[src/rtl/game_result_ctrl_if.sv]
// Signal bundle between the round-result controller and the rest of the game:
// hit flags and frame/button inputs in, display and detector-control levels out.
interface game_result_ctrl_if;
  logic [1:2] flag;         // sticky hit flags; flag[1] = player1 hit, flag[2] = player2 hit
  logic       frame_tick;   // one-cycle pulse at start of vertical blank
  logic       restart_btn;  // debounced restart button level
  logic       flag_clr;     // clears the detector flags while high
  logic       freeze;       // halts player and bomb movement
  logic       game_over;    // result screen active
  logic [1:0] winner;       // 00 none, 01 player1, 10 player2, 11 draw
  logic       blink;        // banner blink phase

  // Game side: drives the inputs, observes the result outputs
  modport master (
    output flag,
    output frame_tick,
    output restart_btn,
    input  flag_clr,
    input  freeze,
    input  game_over,
    input  winner,
    input  blink
  );

  // Controller side
  modport slave (
    input  flag,
    input  frame_tick,
    input  restart_btn,
    output flag_clr,
    output freeze,
    output game_over,
    output winner,
    output blink
  );
endinterface

[src/rtl/game_result_ctrl.sv]
// Round-outcome controller. Watches the sticky hit flags at frame granularity,
// allows a one-frame grace window so near-simultaneous deaths become a draw,
// shows the result for a minimum number of frames with a blinking banner, and
// hands clean flags back to the detector before the next round starts.
module game_result_ctrl #(
  parameter int unsigned HOLD_FRAMES  = 120,
  parameter int unsigned BLINK_FRAMES = 30
) (
  input logic              clk,
  input logic              reset,
  game_result_ctrl_if.slave bus
);

  localparam int unsigned HoldW  = $clog2(HOLD_FRAMES + 1);
  localparam int unsigned BlinkW = (BLINK_FRAMES > 1) ? $clog2(BLINK_FRAMES) : 1;

  localparam logic [HoldW-1:0]  HoldMax  = HoldW'(HOLD_FRAMES);
  localparam logic [BlinkW-1:0] BlinkMax = BlinkW'(BLINK_FRAMES - 1);

  typedef enum logic [1:0] {
    StClear  = 2'd0,
    StPlay   = 2'd1,
    StSettle = 2'd2,
    StResult = 2'd3
  } state_e;

  state_e            state;
  logic [1:0]        win_code;
  logic [HoldW-1:0]  hold_cnt;
  logic [BlinkW-1:0] blink_cnt;
  logic              blink_phase;
  logic              btn_q;
  logic [1:2]        pend;

  logic              press;
  logic              flags_idle;
  logic              hold_done;
  logic [1:2]        final_hits;

  assign press      = bus.restart_btn & ~btn_q;
  assign flags_idle = (bus.flag == 2'b00);
  assign hold_done  = (hold_cnt == HoldMax);
  // Hits seen during the grace window plus whatever is present on the deciding tick
  assign final_hits = pend | bus.flag;

  // Surviving player wins; both hit is a draw
  function automatic logic [1:0] map_winner(input logic [1:2] hits);
    logic [1:0] code;
    code = 2'b00;
    if (hits[1] && hits[2]) begin
      code = 2'b11;
    end else if (hits[1]) begin
      code = 2'b10;
    end else if (hits[2]) begin
      code = 2'b01;
    end
    return code;
  endfunction

  // Round sequencing, result latch, hold/blink counters and restart edge detector
  always_ff @(posedge clk or posedge reset) begin
    if (reset) begin
      state       <= StClear;
      win_code    <= 2'b00;
      hold_cnt    <= '0;
      blink_cnt   <= '0;
      blink_phase <= 1'b0;
      btn_q       <= 1'b0;
      pend        <= 2'b00;
    end else begin
      btn_q <= bus.restart_btn;
      case (state)
        // Flags are being cleared; a held button or stale flags keep us here
        StClear: begin
          if (bus.frame_tick && flags_idle && !bus.restart_btn) begin
            state    <= StPlay;
            win_code <= 2'b00;
          end
        end

        // Only judge flags on frame boundaries so a scanned hit is complete
        StPlay: begin
          if (bus.frame_tick && !flags_idle) begin
            pend  <= bus.flag;
            state <= StSettle;
          end
        end

        StSettle: begin
          if (bus.frame_tick) begin
            win_code    <= map_winner(final_hits);
            hold_cnt    <= '0;
            blink_cnt   <= '0;
            blink_phase <= 1'b1;
            state       <= StResult;
          end else begin
            pend <= final_hits;
          end
        end

        // Press is judged on the pre-increment hold count; early presses are dropped
        StResult: begin
          if (press && hold_done) begin
            state       <= StClear;
            blink_phase <= 1'b0;
          end else if (bus.frame_tick) begin
            if (!hold_done) begin
              hold_cnt <= hold_cnt + HoldW'(1);
            end
            if (blink_cnt == BlinkMax) begin
              blink_cnt   <= '0;
              blink_phase <= ~blink_phase;
            end else begin
              blink_cnt <= blink_cnt + BlinkW'(1);
            end
          end
        end

        default: begin
          state       <= StClear;
          blink_phase <= 1'b0;
        end
      endcase
    end
  end

  // Level outputs decoded straight from the round state
  always_comb begin
    bus.flag_clr  = 1'b0;
    bus.freeze    = 1'b0;
    bus.game_over = 1'b0;
    case (state)
      StClear: begin
        bus.flag_clr = 1'b1;
        bus.freeze   = 1'b1;
      end
      StResult: begin
        bus.freeze    = 1'b1;
        bus.game_over = 1'b1;
      end
      default: begin
        bus.flag_clr  = 1'b0;
        bus.freeze    = 1'b0;
        bus.game_over = 1'b0;
      end
    endcase
  end

  assign bus.winner = win_code;
  assign bus.blink  = blink_phase;

endmodule

[src/flat_wrapper.sv]
// flat-port wrapper written by rule: the top's interface ports become plain ports
module game_result_ctrl_flat 
#(
  parameter int unsigned HOLD_FRAMES  = 120,
  parameter int unsigned BLINK_FRAMES = 30
)
  (clk, reset, bus_flag, bus_frame_tick, bus_restart_btn, bus_flag_clr, bus_freeze, bus_game_over, bus_winner, bus_blink);
  game_result_ctrl_if bus_i ();
  input logic clk;
  input logic reset;
  input wire logic [$bits(bus_i.flag)-1:0] bus_flag;
  input wire logic [$bits(bus_i.frame_tick)-1:0] bus_frame_tick;
  input wire logic [$bits(bus_i.restart_btn)-1:0] bus_restart_btn;
  output wire logic [$bits(bus_i.flag_clr)-1:0] bus_flag_clr;
  output wire logic [$bits(bus_i.freeze)-1:0] bus_freeze;
  output wire logic [$bits(bus_i.game_over)-1:0] bus_game_over;
  output wire logic [$bits(bus_i.winner)-1:0] bus_winner;
  output wire logic [$bits(bus_i.blink)-1:0] bus_blink;
  assign bus_i.flag = bus_flag;
  assign bus_i.frame_tick = bus_frame_tick;
  assign bus_i.restart_btn = bus_restart_btn;
  assign bus_flag_clr = bus_i.flag_clr;
  assign bus_freeze = bus_i.freeze;
  assign bus_game_over = bus_i.game_over;
  assign bus_winner = bus_i.winner;
  assign bus_blink = bus_i.blink;
  game_result_ctrl #(.HOLD_FRAMES(HOLD_FRAMES), .BLINK_FRAMES(BLINK_FRAMES)) u_core (.clk(clk), .reset(reset), .bus(bus_i));
endmodule
[config.mk]
export PLATFORM = sky130hd
export DESIGN_NAME = game_result_ctrl_flat
export DESIGN_NICKNAME = d
export VERILOG_FILES = /design/src/rtl/game_result_ctrl_if.sv /design/src/rtl/game_result_ctrl.sv /design/src/flat_wrapper.sv
export SDC_FILE = /design/constraint.sdc
export NUM_CORES = 1
export LEC_CHECK = 0
export ABC_AREA = 0
export CORE_MARGIN = 1
export CORE_UTILIZATION = 38
export DETAILED_ROUTE_END_ITERATION = 10
export SETUP_SLACK_MARGIN = 0.1
export SYNTH_ARGS = -nofsm -noshare
export SYNTH_HDL_FRONTEND = slang
export SYNTH_SLANG_ARGS = --single-unit
[constraint.sdc]
create_clock -name clk -period 1.94 [get_ports clk]
set_input_delay 0.291 -clock clk [delete_from_list [all_inputs] [get_ports clk]]
set_output_delay 0.291 -clock clk [all_outputs]
set_load 0.01 [all_outputs]
# Word-level counts from Yosys, hierarchy flattened
# Index checks and enable logic that the tools add are counted.
[op_classes]
add_sub_neg = 2
eq_ne = 15
mux = 32
bitwise_logic = 4
reduce_logical = 19
[ops]
columns = ["operator", "count"]
rows = [
  ["two-way mux 7 bit", 4],
  ["two-way mux 2 bit", 10],
  ["two-way mux 5 bit", 4],
  ["case mux 7 bit (2 select lines)", 1],
  ["AND reduction 4 bit", 3],
  ["!= test 2 bit, second input constant", 5],
  ["case mux 5 bit (2 select lines)", 1],
  ["two-way mux 1 bit", 8],
  ["case mux 2 bit (2 select lines)", 2],
  ["case mux 2 bit (4 select lines)", 1],
  ["adder 7 x 1 -> 7 bit, second input constant", 1],
  ["== test 7 bit, second input constant", 1],
  ["!= test 2 x 1 -> 1 bit, second input constant", 3],
  ["AND reduction 3 bit", 2],
  ["nonzero test 2 bit", 3],
  ["adder 5 x 1 -> 5 bit, second input constant", 1],
  ["== test 5 bit, second input constant", 1],
  ["logical AND 1 bit", 5],
  ["AND reduction 5 bit", 1],
  ["== test 2 bit, second input constant", 2],
  ["zero test 2 bit", 2],
  ["!= test 3 x 1 -> 1 bit, second input constant", 1],
  ["!= test 3 x 2 -> 1 bit, second input constant", 1],
  ["== test 2 x 1 -> 1 bit, second input constant", 1],
  ["6 further kinds", 8],
]
[totals]
reg_bits = 20
in_bits = 6

# Longest topological paths before layout
# Gate-level depths: netlist of the first run.
[logic_depth]
ltp_word = 6
ltp_mapped = 6

# Worst setup path before layout of the first run
# OpenSTA, ideal clock, no wires.
[synth_path]
kind = "reg2reg"
startpoint = "register u_core.state[0]"
endpoint = "register u_core.blink_cnt[3]"
arrival_ns = 1.484
required_time_ns = 1.845
slack_ns = 0.361
stages_incl_launch_ff = 7
n_path_buf = 1
synth_period_minus_slack_ns = 1.579
cell_sequence = "dfrtp_1 > ha_1 > buf_2 > o21ai_1 > a31o_2 > o21ai_0 > o31ai_1"
[synth_between]
elab_chain_cells = 3
[synth_lines]
columns = ["element", "line_no", "source"]
rows = [
  ["start, declared", "game_result_ctrl.sv:27", "state_e state;"],
  ["start signal, assigned", "game_result_ctrl.sv:63", "state <= StClear;"],
  ["start signal, assigned", "game_result_ctrl.sv:76", "state <= StPlay;"],
  ["start signal, assigned", "game_result_ctrl.sv:85", "state <= StSettle;"],
  ["== test 2 bit", "game_result_ctrl.sv:72", "case (state)"],
  ["!= test 2 bit (no line) / nonzero test 2 bit (equally long branches)", "-", ""],
  ["AND reduction 4 bit (no line)", "-", ""],
  ["end signal, assigned", "game_result_ctrl.sv:114", "blink_cnt <= blink_cnt + BlinkW'(1);"],
  ["end, declared", "game_result_ctrl.sv:30", "logic [BlinkW-1:0] blink_cnt;"],
]
# Several ways; a longest one is shown, not always the timed one.
# A chain may end at the register's enable or synchronous reset.

# Final worst setup path of the first run
[layout_path]
startpoint = "register u_core.state[0]"
endpoint = "output port bus_freeze"
[layout_between]
elab_chain_cells = 3
[layout_lines]
columns = ["element", "line_no", "source"]
rows = [
  ["== test 2 bit / zero test 2 bit (equally long branches)", "game_result_ctrl.sv:132", "case (state)"],
  ["OR reduction 2 bit (no line) (*)", "-", ""],
  ["two-way mux 1 bit (*)", "game_result_ctrl.sv:132", ""],
  ["end, declared", "flat_wrapper.sv:15", "output wire logic [$bits(bus_i.freeze)-1:0] bus_freeze;"],
]
# Mark *: on every way between the ends. The rest lies on a longest branch, timed or not.

==> metrics, run 1 <==
first-pass GRT wire length=4.29 mm; PD cells=approximately 1400 nW/µm²; std cell rows=20; # DRC=0; Max Cap Viol=0; Area growth, synth to finish=19.8%; Worst Path Max Fanout=4; die height=59.1 µm; sequential cell area=between 500 and 600 µm²; post-synthesis sequential area ratio=about 40%; clock period minus worst slack=around 1.7 ns; Final #Nets=around 170; Crit. End Element=primary output; clk root buf=clkbuf_4; Die X=just under 60 µm; final clock period utilization by the worst path=90.1%; worst IR drop on VDD=between 800 and 900 µV; maximum clock frequency=572 MHz; Overall Global Routing Usage=between 10% and 20%; leakage power total=between 0.6 and 0.7 nW; ANT cells=0; GRT overflow=0; initial antenna violation count=0; worst path required time=roughly 1.7 ns; clk sinks=20; H-tree levels=1; post-route ant nets=0; worst hold path type=primary input to async pin; net count after synthesis=150; Clock transition at path regs=~0.11 ns; vias=1048; Multi-input gate area=around 700 µm²; fill count=around 310; final WL=between 2 and 2.5 mm; synthesized area per cell=about 9.2 µm²; Clock Tree Buf Depth=2; Seq cells post-synth=20; vias in the first global route=slightly below 1000; Post-Synthesis Cell Area=~1200 µm²; total power=around 2 mW; routed wire length per instance=roughly 12 µm; Syn. warnings=0; num ports=12; CTS tree=built; die area=3490 µm²; WS Path Type=register to primary output; First DRT Iteration DRCs=75; Worst Path Arrival=about 1.5 ns; Num CTS Buffers=3; most common cell after layout, fill and taps aside=dfrtp_1; port bufs=11; CP peak stage delay=around 0.45 ns; Slew @ Worst Pin=approximately 0.33 ns; Initial Util=approximately two fifths; DRT Pass-1 Iters=4; status=finished, final reports clean; relative slew slack=77.7%; final setup vio count=0; dpl hpwl=roughly 1.8 mm; fraction of layout cells with a size suffix above 1=between 10% and 20%; RSZ-0062 raised after global routing=no; post-synth cell types=34; Fin Clk Skew=0.00115 ns; Max stage delay cell, worst path=dfrtp_1; largest net degree at the start of global routing=21; final hold vios=0; gp weighted congestion=0.771; Vias/cell=approximately 5.3; Worst-Skew Late Latency=roughly 0.30 ns; CORE AREA=between 3000 and 4000 µm²; Startpoint Class=register; CP cell instances=inv_2 -> ha_2 -> inv_1 -> dlygate4sd2_1; fin. max-slew vios=0; setup TNS=0 ns; commonest cells after routing, fill and taps aside=19 x dfrtp_1, 15 x o21ai_0, 11 x nand2_1, 9 x inv_1, 9 x nor2_1; Post-Syn Instances=between 100 and 150
[per-stage QoR]
| step | setup slack, ns | hold slack (ns) | utilization, % | std cells | cell area [µm²] |
|---|---|---|---|---|---|
| finish | 0.192 | 0.301 | 48.2 | 197 | 1480 |
| global route | 0.107 | 0.314 | 48.2 | 197 | 1480 |
| CTS | 0.137 | 0.305 | 48.0 | 197 | 1480 |
| detailed placement | 0.131 | 0.486 | 46.2 | 192 | 1420 |
| global placement | 0.194 | 0.473 | 46.2 | 192 | 1420 |
| floorplan | 0.361 | 0.255 | - | 135 | 1240 |
[path summary, 6_finish.rpt]
path / from / end / slack (ns) / depth (start not counted)
max: u_core.state[0] / bus_freeze / 0.19 / 4
min: reset / u_core.blink_cnt[0] / 0.30 / 3
min in group clk: bus_restart_btn / u_core.btn_q / 0.50 / 1
min reg2reg: u_core.bus.winner[0] / u_core.bus.winner[0] / 0.52 / 1
max reg2reg: u_core.state[0] / u_core.state[0] / 0.22 / 5
max in group asynchronous: reset / u_core.state[1] / 1.42 / 3
[cell type report]
type,instances,share of cell area (%)
well taps,44,3.71
multi-input cells,100,46.2
flip-flops and latches,20,33.8
inverters,11,2.78
repair buffers,18,11.0
clock buffers,4,2.45
[worst max-delay path, delay by kind of cell, from the launching register on]
kind / cells / cell delay [ns]
adder cells (fa/ha/maj): 1 / 0.26
flip-flops: 1 / 0.45
buffers and inverters: 3 / 0.44
[report_power, final]
part	leakage [nW]	internal (mW)	total, mW	switching, mW
combinational	0.384	0.496	1.01	0.510
sequential	0.250	0.573	0.757	0.184
clock	0.0210	0.115	0.242	0.128
total	0.655	1.18	2.01	0.822
[sequential cells by signal, indices dropped and copies added, names as in the netlist]
register and flops:
u_core.bus.winner 2, u_core.blink_cnt 5, u_core.pend 2, u_core.state 2
u_core.btn_q 1, u_core.hold_cnt 7, u_core.bus.blink 1
[synth_stat cells]
cell	count	area share, %
dfrtp_1	20	40
o21ai_0	15	6.1
inv_1	11	3.3
nand2_1	11	3.3
ha_1	9	9.1
nor2_1	9	2.7
nand3_1	8	3.2
a22o_1	6	4.2
o31ai_1	5	3.0
nand4_1	4	2.0
and3_1	3	1.5
mux2i_1	3	2.4
a21oi_1	2	0.81
a22oi_1	2	1.2
a31o_2	2	1.4
and2_1	2	1.0
and4b_1	2	1.6
buf_2	2	0.81
nand2b_1	2	1.0
nor2b_1	2	1.0
o2bb2ai_1	2	1.4
a211oi_2	1	1.0
a311oi_1	1	0.71
a31oi_1	1	0.51
buf_6	1	0.91
clkbuf_1	1	0.30
mux2_2	1	0.91
nand2_2	1	0.51
nand3b_1	1	0.61
nand4b_1	1	0.71
nor3_1	1	0.40
o21ai_1	1	0.40
o32ai_1	1	0.71
or3_1	1	0.51
[metal layers]
layer / part of all wire [%] / wire [µm] / track usage, %
met5: 0 / 0 / 0
met3: 3.9 / 96 / 2.84
met1: 48 / 1180 / 20.9
met4: 1.8 / 45 / 7.14
met2: 46 / 1130 / 28.1
[what timing repair did]
action | 4_1_cts | 5_1_grt
setup endpoints to repair | 3 | 1
gates resized for setup | 7 | 2
setup buffers | 1 | 0
hold buffers | 0 | 0
gates cloned | 0 | 0
[logic make-up after synthesis]
group / synth area share [%]
mux: 3.34
simple gates: 20.2
buf+inv: 5.36
fa+ha+maj: 9.10
flops: 40.4
compound gates: 21.5
Note: power is estimated with default switching activity, not from simulation.
==> run 2, diff against run 1 <==
Settings changed: MAX_ROUTING_LAYER from default to met4.
==> run 2 against run 1 <==
Effect of this change:
- clock skew barely moved
- utilization is the same
- non-clock buffer count stayed put
- maximum frequency barely moved
- highest routed layer unchanged
==> metrics, run 2 (synthesized netlist as in run 1, its figures left out) <==
Startpoint Class=register (unchanged); RSZ-0062 raised after global routing=no (unchanged); worst IR drop on VDD=858 µV (was 856 µV); H-tree levels=1 (unchanged); clk sinks=20 (unchanged); Area growth, synth to finish=19.8% (unchanged); Slew @ Worst Pin=0.330 ns (about the same); Worst Path Max Fanout=4 (unchanged); final hold vios=0 (unchanged); reg-to-reg setup timing slack=0.22 ns (about the same); Initial Util=40.2% (unchanged); Clock transition at path regs=0.11 ns (about the same); clock period minus worst slack=1.75 ns (about the same); Fin Clk Skew=0.00146 ns (was 0.00115 ns); num ports=12 (unchanged); final setup vio count=0 (unchanged); commonest cells after routing, fill and taps aside=19 x dfrtp_1, 15 x o21ai_0, 11 x nand2_1, 9 x inv_1, 9 x nor2_1 (unchanged); GRT overflow=0 (unchanged); hold_buf cts=0 (unchanged); initial antenna violation count=0 (unchanged); most common cell after layout, fill and taps aside=dfrtp_1 (unchanged); gp weighted congestion=0.781 (was 0.771); die height=59.1 µm (unchanged); fin. max-slew vios=0 (unchanged); CP cell instances=inv_2 -> ha_2 -> inv_1 -> dlygate4sd2_1 (unchanged); Overall Global Routing Usage=17.1% (was 16.6%); Final #Nets=169 (unchanged); Die X=59.1 µm (unchanged); CP peak stage delay=0.45 ns (about the same); post-route ant nets=0 (unchanged); fill count=312 (unchanged); largest register by flop count=u_core.hold_cnt (unchanged); # placed instances=192 (unchanged); sequential cell area=502 µm² (unchanged); Multi-input gate area=686 µm² (unchanged); ANT cells=0 (unchanged); final clock period utilization by the worst path=90.1% (about the same); setup TNS=0 ns (unchanged); first-pass GRT wire length=4.29 mm (unchanged); PD cells=1350 nW/µm² (about the same); worst path required time=1.65 ns (about the same); dpl hpwl=1.84 mm (unchanged); maximum clock frequency=572 MHz (about the same); worst hold path type=primary input to async pin (unchanged); CP Buf/Inv Count=3 (unchanged); Worst Path Arrival=1.46 ns (about the same); largest net degree at the start of global routing=21 (unchanged); CTS tree=built (unchanged); final WL=2.46 mm (was 2.45 mm); routed wire length per instance=12.5 µm (about the same); First DRT Iteration DRCs=71 (was 75); Num CTS Buffers=3 (unchanged); leakage power total=0.655 nW (unchanged); Crit. End Element=primary output (unchanged); vias=1041 (was 1048); die area=3490 µm² (unchanged); vias in the first global route=979 (was 978); WS Path Type=register to primary output (unchanged); fraction of layout cells with a size suffix above 1=13.7% (unchanged); crit-path leading delay family=flip-flops (unchanged); largest registers=u_core.hold_cnt x7, u_core.blink_cnt x5 (unchanged); relative slew slack=77.7% (about the same); Vias/cell=5.28 (was 5.32); Max stage delay cell, worst path=dfrtp_1 (unchanged); port bufs=11 (unchanged); Clock Tree Buf Depth=2 (unchanged); max reg flops=7 (unchanged); Max Cap Viol=0 (unchanged); DRT Pass-1 Iters=4 (unchanged); std cell rows=20 (unchanged); # DRC=0 (unchanged); CORE AREA=3080 µm² (unchanged); Worst-Skew Late Latency=0.30 ns (about the same); Finished Layout Cells=197 (unchanged); clk root buf=clkbuf_4 (unchanged); status=finished, final reports clean (unchanged)
==> run 2: cell counts in the layout (fill, tap and decap cells not counted) <==
No cell type changed its count.
==> run 2: metal layers <==
| layer | vias up | global-route usage (%) | part of all wire [%] |
|---|---|---|---|
| met5 | - | - | 0 |
| met1 | 486 | 21.0 | 47 |
| met2 | 22 | 28.1 | 46 |
| met4 | 0 | 7.14 | 1.8 |
| li1 | 528 | - | - |
| met3 | 5 | 2.62 | 4.7 |
==> run 2: area by class of cell <==
class,instances,share of cell area (%)
Clock buffer,4,2.45
Timing Repair Buffer,18,11.0
Sequential cell,20,33.8
Multi-Input combinational cell,100,46.2
Inverter,11,2.78
Tap cell,44,3.71
==> run 2: worst paths after layout <==
| kind | from | to | depth (start not counted) |
|---|---|---|---|
| max | u_core.state[0] | bus_freeze | 4 |
| min | reset | u_core.blink_cnt[0] | 3 |
| max reg2reg | u_core.state[0] | u_core.state[0] | 5 |
| min reg2reg | u_core.bus.winner[0] | u_core.bus.winner[0] | 1 |
| max in group asynchronous | reset | u_core.state[1] | 3 |
| min in group clk | bus_restart_btn | u_core.btn_q | 1 |
==> run 2: tightest hold or removal path, stage by stage <==
cell and delay [ns]:
clkdlybuf4s50_1 0.39, inv_1 0.05, buf_4 0.26
==> run 2: stage by stage <==
step / hold slack [ns] / setup WS, ns / cell area [µm²] / util (%) / power [mW]
6_report: 0.301 / 0.192 / 1480 / 48.2 / 2.01
5_1_grt: 0.314 / 0.107 / 1480 / 48.2 / 2.19
4_1_cts: 0.305 / 0.137 / 1480 / 48.0 / 2.03
3_5_place_dp: 0.486 / 0.131 / 1420 / 46.2 / 1.75
3_3_place_gp: 0.473 / 0.194 / 1420 / 46.2 / 1.72
2_1_floorplan: 0.255 / 0.361 / 1240 / - / 1.41
==> run 2: where the power goes <==
group          leakage (nW)  switching [mW]  internal [mW]
Sequential            0.250           0.184          0.573
Combinational         0.384           0.511          0.495
Clock                0.0210           0.128          0.115
==> run 2: what timing repair did <==
action	in CTS	in global routing
endpoints found under the setup margin	3	1
gates resized for setup	7	2
setup buffers	1	0
==> run 3, diff against run 2 <==
Settings changed: GPL_ROUTABILITY_DRIVEN from default to 0.
==> results of run 3 <==
No change in the layout: final DEF, timing and power equal those of run 2.
